`src/rtl/writeback_trace_buffer.sv`:
```
// Writeback trace buffer: records register writebacks of the pipelined core in a circular FIFO,
// keeps saturating stall/forwarding counters and flags a halted program (PC stuck without stall).
module writeback_trace_buffer #(
    parameter int DATA_WIDTH    = 32,
    parameter int REG_SEL_WIDTH = 5,
    parameter int FWD_WIDTH     = 2,
    parameter int DEPTH         = 16,
    parameter int CNT_WIDTH     = 16,
    parameter int HALT_CYCLES   = 8,
    parameter int WRAP_MODE     = 0
) (
    input  logic                      i_clock,
    input  logic                      i_reset,
    input  logic                      i_enable,
    input  logic [DATA_WIDTH-1:0]     i_program_counter,
    input  logic [DATA_WIDTH-1:0]     i_write_data,
    input  logic                      i_reg_write,
    input  logic [REG_SEL_WIDTH-1:0]  i_rdest,
    input  logic                      i_stall,
    input  logic [FWD_WIDTH-1:0]      i_alu_src_a,
    input  logic [FWD_WIDTH-1:0]      i_alu_src_b,
    input  logic                      i_rd_req,
    output logic                      o_rd_valid,
    output logic [DATA_WIDTH-1:0]     o_rd_pc,
    output logic [REG_SEL_WIDTH-1:0]  o_rd_dest,
    output logic [DATA_WIDTH-1:0]     o_rd_data,
    output logic [$clog2(DEPTH):0]    o_count,
    output logic                      o_full,
    output logic                      o_empty,
    output logic                      o_overflow,
    output logic [CNT_WIDTH-1:0]      o_stall_count,
    output logic [CNT_WIDTH-1:0]      o_fwd_count,
    output logic                      o_halted
);
    localparam int AW    = $clog2(DEPTH);
    localparam int CW    = AW + 1;
    localparam int RUN_W = $clog2(HALT_CYCLES);

    typedef enum logic {
        ST_CAPTURE = 1'b0,
        ST_HALTED  = 1'b1
    } state_t;

    state_t                     r_state;
    state_t                     w_state_next;
    logic [DATA_WIDTH-1:0]      r_mem_pc   [DEPTH];
    logic [REG_SEL_WIDTH-1:0]   r_mem_dest [DEPTH];
    logic [DATA_WIDTH-1:0]      r_mem_data [DEPTH];
    logic [AW-1:0]              r_wr_ptr;
    logic [AW-1:0]              r_rd_ptr;
    logic [CW-1:0]              r_count;
    logic                       r_overflow;
    logic                       r_rd_valid;
    logic [DATA_WIDTH-1:0]      r_rd_pc;
    logic [REG_SEL_WIDTH-1:0]   r_rd_dest;
    logic [DATA_WIDTH-1:0]      r_rd_data;
    logic [CNT_WIDTH-1:0]       r_stall_cnt;
    logic [CNT_WIDTH-1:0]       r_fwd_cnt;
    logic [DATA_WIDTH-1:0]      r_prev_pc;
    logic                       r_prev_valid;
    logic [RUN_W-1:0]           r_run;

    logic w_active, w_full, w_empty, w_cap, w_pop;
    logic w_store, w_overwrite, w_count_inc, w_pc_same, w_halt_hit, w_fwd;

    assign w_active    = i_enable & (r_state == ST_CAPTURE);
    assign w_full      = (r_count == CW'(DEPTH));
    assign w_empty     = (r_count == CW'(0));
    assign w_cap       = w_active & i_reg_write & (i_rdest != '0);
    assign w_pop       = i_rd_req & ~w_empty;
    // A pop in the same cycle frees a slot, so a full FIFO only loses data when nothing is read.
    assign w_store     = w_cap & (~w_full | w_pop | (WRAP_MODE != 0));
    assign w_overwrite = w_cap & w_full & ~w_pop & (WRAP_MODE != 0);
    assign w_count_inc = w_store & ~w_overwrite;
    assign w_pc_same   = r_prev_valid & (i_program_counter == r_prev_pc) & ~i_stall;
    assign w_halt_hit  = w_active & w_pc_same & (r_run == RUN_W'(HALT_CYCLES - 2));
    assign w_fwd       = (i_alu_src_a != '0) | (i_alu_src_b != '0);

    // Next-state logic: halt is sticky until reset.
    always_comb begin
        w_state_next = r_state;
        case (r_state)
            ST_CAPTURE: begin
                if (w_halt_hit) begin
                    w_state_next = ST_HALTED;
                end else begin
                    w_state_next = ST_CAPTURE;
                end
            end
            ST_HALTED: w_state_next = ST_HALTED;
            default:   w_state_next = ST_CAPTURE;
        endcase
    end

    // Trace storage, deliberately left without reset.
    always_ff @(posedge i_clock) begin
        if (w_store) begin
            r_mem_pc[r_wr_ptr]   <= i_program_counter;
            r_mem_dest[r_wr_ptr] <= i_rdest;
            r_mem_data[r_wr_ptr] <= i_write_data;
        end
    end

    // Control state, pointers, read port, counters and halt detection.
    always_ff @(posedge i_clock) begin
        if (i_reset) begin
            r_state      <= ST_CAPTURE;
            r_wr_ptr     <= '0;
            r_rd_ptr     <= '0;
            r_count      <= '0;
            r_overflow   <= 1'b0;
            r_rd_valid   <= 1'b0;
            r_rd_pc      <= '0;
            r_rd_dest    <= '0;
            r_rd_data    <= '0;
            r_stall_cnt  <= '0;
            r_fwd_cnt    <= '0;
            r_prev_pc    <= '0;
            r_prev_valid <= 1'b0;
            r_run        <= '0;
        end else begin
            r_state    <= w_state_next;
            r_rd_valid <= w_pop;
            if (w_pop) begin
                r_rd_pc   <= r_mem_pc[r_rd_ptr];
                r_rd_dest <= r_mem_dest[r_rd_ptr];
                r_rd_data <= r_mem_data[r_rd_ptr];
            end
            if (w_store) begin
                r_wr_ptr <= r_wr_ptr + AW'(1);
            end
            if (w_pop | w_overwrite) begin
                r_rd_ptr <= r_rd_ptr + AW'(1);
            end
            case ({w_count_inc, w_pop})
                2'b10:   r_count <= r_count + CW'(1);
                2'b01:   r_count <= r_count - CW'(1);
                default: r_count <= r_count;
            endcase
            if (w_cap & w_full & ~w_pop) begin
                r_overflow <= 1'b1;
            end
            if (w_active) begin
                if (i_stall && (r_stall_cnt != {CNT_WIDTH{1'b1}})) begin
                    r_stall_cnt <= r_stall_cnt + CNT_WIDTH'(1);
                end
                if (w_fwd && (r_fwd_cnt != {CNT_WIDTH{1'b1}})) begin
                    r_fwd_cnt <= r_fwd_cnt + CNT_WIDTH'(1);
                end
                r_run        <= w_pc_same ? (r_run + RUN_W'(1)) : RUN_W'(0);
                r_prev_pc    <= i_program_counter;
                r_prev_valid <= 1'b1;
            end
        end
    end

    assign o_rd_valid    = r_rd_valid;
    assign o_rd_pc       = r_rd_pc;
    assign o_rd_dest     = r_rd_dest;
    assign o_rd_data     = r_rd_data;
    assign o_count       = r_count;
    assign o_full        = w_full;
    assign o_empty       = w_empty;
    assign o_overflow    = r_overflow;
    assign o_stall_count = r_stall_cnt;
    assign o_fwd_count   = r_fwd_cnt;
    assign o_halted      = (r_state == ST_HALTED);

endmodule

```
`config.mk`:
```
export PLATFORM = sky130hd
export DESIGN_NAME = writeback_trace_buffer
export DESIGN_NICKNAME = d
export VERILOG_FILES = /design/src/rtl/writeback_trace_buffer.sv
export SDC_FILE = /design/constraint.sdc
export NUM_CORES = 1
export LEC_CHECK = 0
export ABC_CLOCK_PERIOD_IN_PS = 8100
export CAP_MARGIN = 20
export CORE_MARGIN = 5
export CORE_UTILIZATION = 54
export CTS_CLUSTER_DIAMETER = 150
export DETAILED_ROUTE_END_ITERATION = 6
export PLACE_DENSITY = 0.72
export SYNTH_ARGS = -nofsm -noshare
export SYNTH_HDL_FRONTEND = slang
export SYNTH_SLANG_ARGS = --single-unit
```
`constraint.sdc`:
```
create_clock -name i_clock -period 8.1 [get_ports i_clock]
set_input_delay 1.62 -clock i_clock [delete_from_list [all_inputs] [get_ports i_clock]]
set_output_delay 1.62 -clock i_clock [all_outputs]
set_load 0.03 [all_outputs]
```
==> results by stage <==
Synthesis:
- After synthesis, the cell types taking the most area are sky130_fd_sc_hd__edfxtp_1 (70%), sky130_fd_sc_hd__mux4_2 (16%), sky130_fd_sc_hd__dfxtp_1 (6.4%), sky130_fd_sc_hd__a22o_1 (1.3%), sky130_fd_sc_hd__xnor2_1 (0.99%).
- Counting flops with a built-in enable in the synthesized netlist gives ~1,100.
- After synthesis the netlist holds a flip-flop and latch count of roughly 1,300.
- The number of nets in the synthesized netlist is ~2,300.
- The share of flip-flops with an asynchronous set or reset after synthesis is 0%.
- In this run the mean area of a mapped cell was roughly 22 µm².
- The warning count from the yosys run is 0.
- The distinct cell type count of the synthesized netlist is 55.
- Of the synthesized area, sequential elements account for about three quarters.
- The synthesized netlist cell count is ~2,200.
- The dominant register cell in the synthesized netlist is sky130_fd_sc_hd__edfxtp_1.
- The share of Yosys cell area claimed by the top area cell type is between 60% and 70%.
- The cell accounting for the most synthesized area is sky130_fd_sc_hd__edfxtp_1.
- The post-synthesis cell area is 47,570 µm².

Cells and area:
- The area of the multi-input gates is 10,840 µm².
- In the final layout, flip-flops and latches occupy between 30,000 and 40,000 µm².
- For this run, the post-layout net count is approximately 2,500.
- Relative to the synthesized area, the layout overhead comes to 14.90%.
- In the layout the commonest cells are sky130_fd_sc_hd__edfxtp_1 (1,104), sky130_fd_sc_hd__mux4_2 (345), sky130_fd_sc_hd__clkdlybuf4s50_1 (188), sky130_fd_sc_hd__dfxtp_1 (149), sky130_fd_sc_hd__clkbuf_16 (117).
- Leaving out fill and tap cells, the most frequent cell in the layout is sky130_fd_sc_hd__edfxtp_1.
- The filler cells instantiated in the layout total between 5,000 and 6,000.
- With fillers left out, the area of the finished cells amounts to 54,650 µm².
- Of the cells placed in the final design, the portion with a size suffix greater than 1 is 23.68%.

Floorplanning:
- Once the floorplan was initialized, standard cells occupied a little over half of the core.
- The total core area is 87,160 µm².
- The vertical die dimension is just over 300 µm.
- The overall die area is approximately 94,000 µm².
- The floorplan has about 110 rows.
- During I/O placement, the number of pins put on the boundary was 190.
- The die is slightly above 300 µm wide.

Worst setup path:
- The cell family contributing the most delay on the critical path is simple AND/OR/NAND/NOR gates.
- The critical path in this run is classified as input pin to flop.
- In this run the critical register-to-register path is launched from o_halted.
- The largest stage delay on the critical path is 0.74 ns.
- The beginning of the critical path is i_enable.
- The maximum net fanout on the critical path is between 40 and 50.
- The type of destination of the critical path is a flop.
- Data on the critical path is required at its endpoint by 8.41 ns.
- STA classifies the critical path startpoint as an input pin.
- The signal on the critical path passes through clkdlybuf4s50_1 -> nor2b_4 -> o211ai_1 -> nor2_1 -> nand2_1 -> nor2_4 -> buf_4.
- At the worst endpoint, the arrival time is between 5 and 6 ns.
- The cell with the largest stage delay on the worst path is sky130_fd_sc_hd__nor2_4.
- The number of buffers and inverters on the critical path is 2.

Run:
- The max-cap check violation count is 0.

Route:
- The antenna violation net count after detailed routing is 0.
- The routed wire length per instance is approximately 29 µm.
- The via count of the routed design is ~23,000.
- For this block, the initial DRC count from the detailed router was 2,635.
- The DRC violation count after routing is 0.
- The average vias per placed instance is around 6.3.
- The sum of routed wire length over all layers is about 110,000 µm.
- Before antenna repair, the detailed router went through 7 iterations.

Placement:
- The weighted congestion reported at the end of routability-driven placement is ~0.85.
- Buffers placed on the I/O ports in this run total about 190.
- Detailed placement ended at an HPWL of 60,060 µm.
- Prior to clock tree synthesis, the placed netlist has a worst setup slack of 2.234 ns.
- Once placement finished, the instance area stood at between 50,000 and 60,000 µm².

GRT:
- The first global-routing pass estimated approximately 160,000 µm of wire.
- The global-route usage over all layers is 22.38%.
- The initial antenna violation count is 4.
- The overall overflow remaining after global route is 0.
- The number of global-route vias before repair is approximately 24,000.
- The pin count of the biggest net entering global routing is approximately 170.

Clocking:
- The clock drives between 1,000 and 1,500 sinks.
- The H-tree was split into 3 levels.
- Clock tree synthesis inserted a total of ~120 buffers.
- The number of gates resized after CTS was 0.
- The maximum clock insertion buffer count is 3.
- The root buffer cell chosen for the clock tree is sky130_fd_sc_hd__clkbuf_16.
- The clock-pin slew on the worst setup and hold paths is approximately 0.060 ns.
- TritonCTS built the clock tree.
- Buffers inserted to repair hold after CTS numbered 0.
- The clock reaches the later pin of the worst-skew pair after slightly below 0.7 ns.
- The buffers inserted during post-CTS setup optimization is 0.

STA:
- Measured against its own limit, the worst slew margin works out to 26.54%.
- The period utilization is roughly 64%.
- Setup repair after global routing left no endpoint under its margin.
- For this run, the top clock speed supported by timing is roughly 190 MHz.
- The final count of pins violating max slew is 0.
- Setup total negative slack on the finished layout was measured at 0 ns.
- For the finished layout, the period the worst path requires is 5.176 ns.
- The total of endpoints with negative setup slack in the final report is 0.
- The number of hold violations in the final report was 0.
- The final setup slack of the worst path is 2.924 ns.
- The worst setup skew after layout is approximately 0.020 ns.
- At the pin with the least slew margin, the transition time is between 1 and 1.5 ns.
- On the final layout, the worst hold slack is between 0.4 and 0.5 ns.

Run status:
- The run finished with clean final reports.

Min path:
- The worst hold path belongs to the class flop to flop.
- In this run the most critical hold path is launched from r_prev_pc[15].

Power and ir drop:
- Summed over all cells, the static leakage comes to approximately 17 nW.
- The largest voltage drop on the vdd net is roughly 0.00022 V.
- Dividing total power by cell area gives a power density of a little under 300 nW/µm².
- The completed layout was analyzed and its total power is between 0.015 and 0.02 W.
==> cell usage after synthesis (2+ instances only) <==
master / instances
sky130_fd_sc_hd__o21a_1: 2
sky130_fd_sc_hd__xnor2_1: 54
sky130_fd_sc_hd__nor2_1: 55
sky130_fd_sc_hd__buf_2: 13
sky130_fd_sc_hd__dfxtp_1: 153
sky130_fd_sc_hd__buf_1: 4
sky130_fd_sc_hd__nand3_1: 14
sky130_fd_sc_hd__a22o_1: 69
sky130_fd_sc_hd__nor3b_1: 2
sky130_fd_sc_hd__nand2b_1: 3
sky130_fd_sc_hd__and2_1: 3
sky130_fd_sc_hd__o21ai_1: 3
sky130_fd_sc_hd__and3_1: 3
sky130_fd_sc_hd__inv_1: 9
sky130_fd_sc_hd__xor2_1: 12
sky130_fd_sc_hd__buf_6: 6
sky130_fd_sc_hd__nand2_1: 88
sky130_fd_sc_hd__mux4_2: 345
sky130_fd_sc_hd__nor3_1: 14
sky130_fd_sc_hd__ha_1: 12
sky130_fd_sc_hd__edfxtp_1: 1104
sky130_fd_sc_hd__nand4_1: 16
sky130_fd_sc_hd__nor2b_1: 6
sky130_fd_sc_hd__or4_1: 5
sky130_fd_sc_hd__buf_4: 23
sky130_fd_sc_hd__o211ai_1: 4
sky130_fd_sc_hd__a311oi_1: 2
sky130_fd_sc_hd__o21ai_0: 4
sky130_fd_sc_hd__nor4_1: 12
sky130_fd_sc_hd__nand4b_1: 3
sky130_fd_sc_hd__and4_1: 5
sky130_fd_sc_hd__clkbuf_1: 74
sky130_fd_sc_hd__a21oi_1: 48
==> tightest hold or removal path, delay by kind of cell (launching register included) <==
kind / cells / cell delay (ns)
flops: 1 / 0.32
simple gates: 1 / 0.05
compound gates: 1 / 0.05
==> cells by family after synthesis <==
family          count (synthesis)  synth area share [%]
flops                        1257                 76.14
mux                           347                 16.38
simple gates                  236                 2.383
compound gates                143                 2.191
buf+inv                       130                 1.336
xor+xnor                       66                 1.215
fa+ha+maj                      13                0.3577
==> where the power goes <==
part	internal [W]	switching [W]
combinational	0.00149	0.00156
clock	0.00301	0.00236
sequential	0.00724	0.000179
total	0.0117	0.00410
==> routing by layer <==
layer | share of wire [%] | vias up | wire length (µm) | track usage (%)
met2 | 48 | 1153 | 50700 | 35.44
met5 | 0.012 | - | 13 | 0
met3 | 9.3 | 142 | 9816 | 4.549
li1 | - | 9586 | - | -
met4 | 1.8 | 2 | 1914 | 4.973
met1 | 41 | 12200 | 42590 | 33.15
==> stage by stage <==
| stage | util (%) | cells |
|---|---|---|
| CTS | 62.70 | 3680 |
| global placement | 58.24 | 3454 |
| floorplan | - | 2192 |
| finish | 62.71 | 3682 |
| global route | 62.70 | 3681 |
| detailed placement | 58.38 | 3459 |
==> registers in the layout (all words and copies together) (netlist names), 5 cells and up <==
name	cells
o_rd_dest	5
o_rd_data	32
o_rd_pc	32
r_mem_dest	80
r_mem_data	512
r_prev_pc	32
o_stall_count	16
r_mem_pc	512
o_fwd_count	16
o_count	5
==> worst paths after layout <==
kind	endpoint	slack [ns]	cells past startpoint
hold reg to reg	r_prev_pc[15]	0.47	2
setup / recovery	r_mem_pc[6][30]	2.92	7
setup reg to reg	r_mem_pc[6][30]	3.97	6
hold / removal	r_prev_pc[15]	0.47	2
==> layout make-up <==
class,count,share of cell area [%]
antenna,2,0.009157
clock buffer,143,5.664
clock inverter,78,1.225
inverter,10,0.06868
multi-input combinational,805,19.83
sequential,1257,66.29
tap,1155,2.644
timing repair buffer,232,4.267
(Power assumes the default switching activity.)
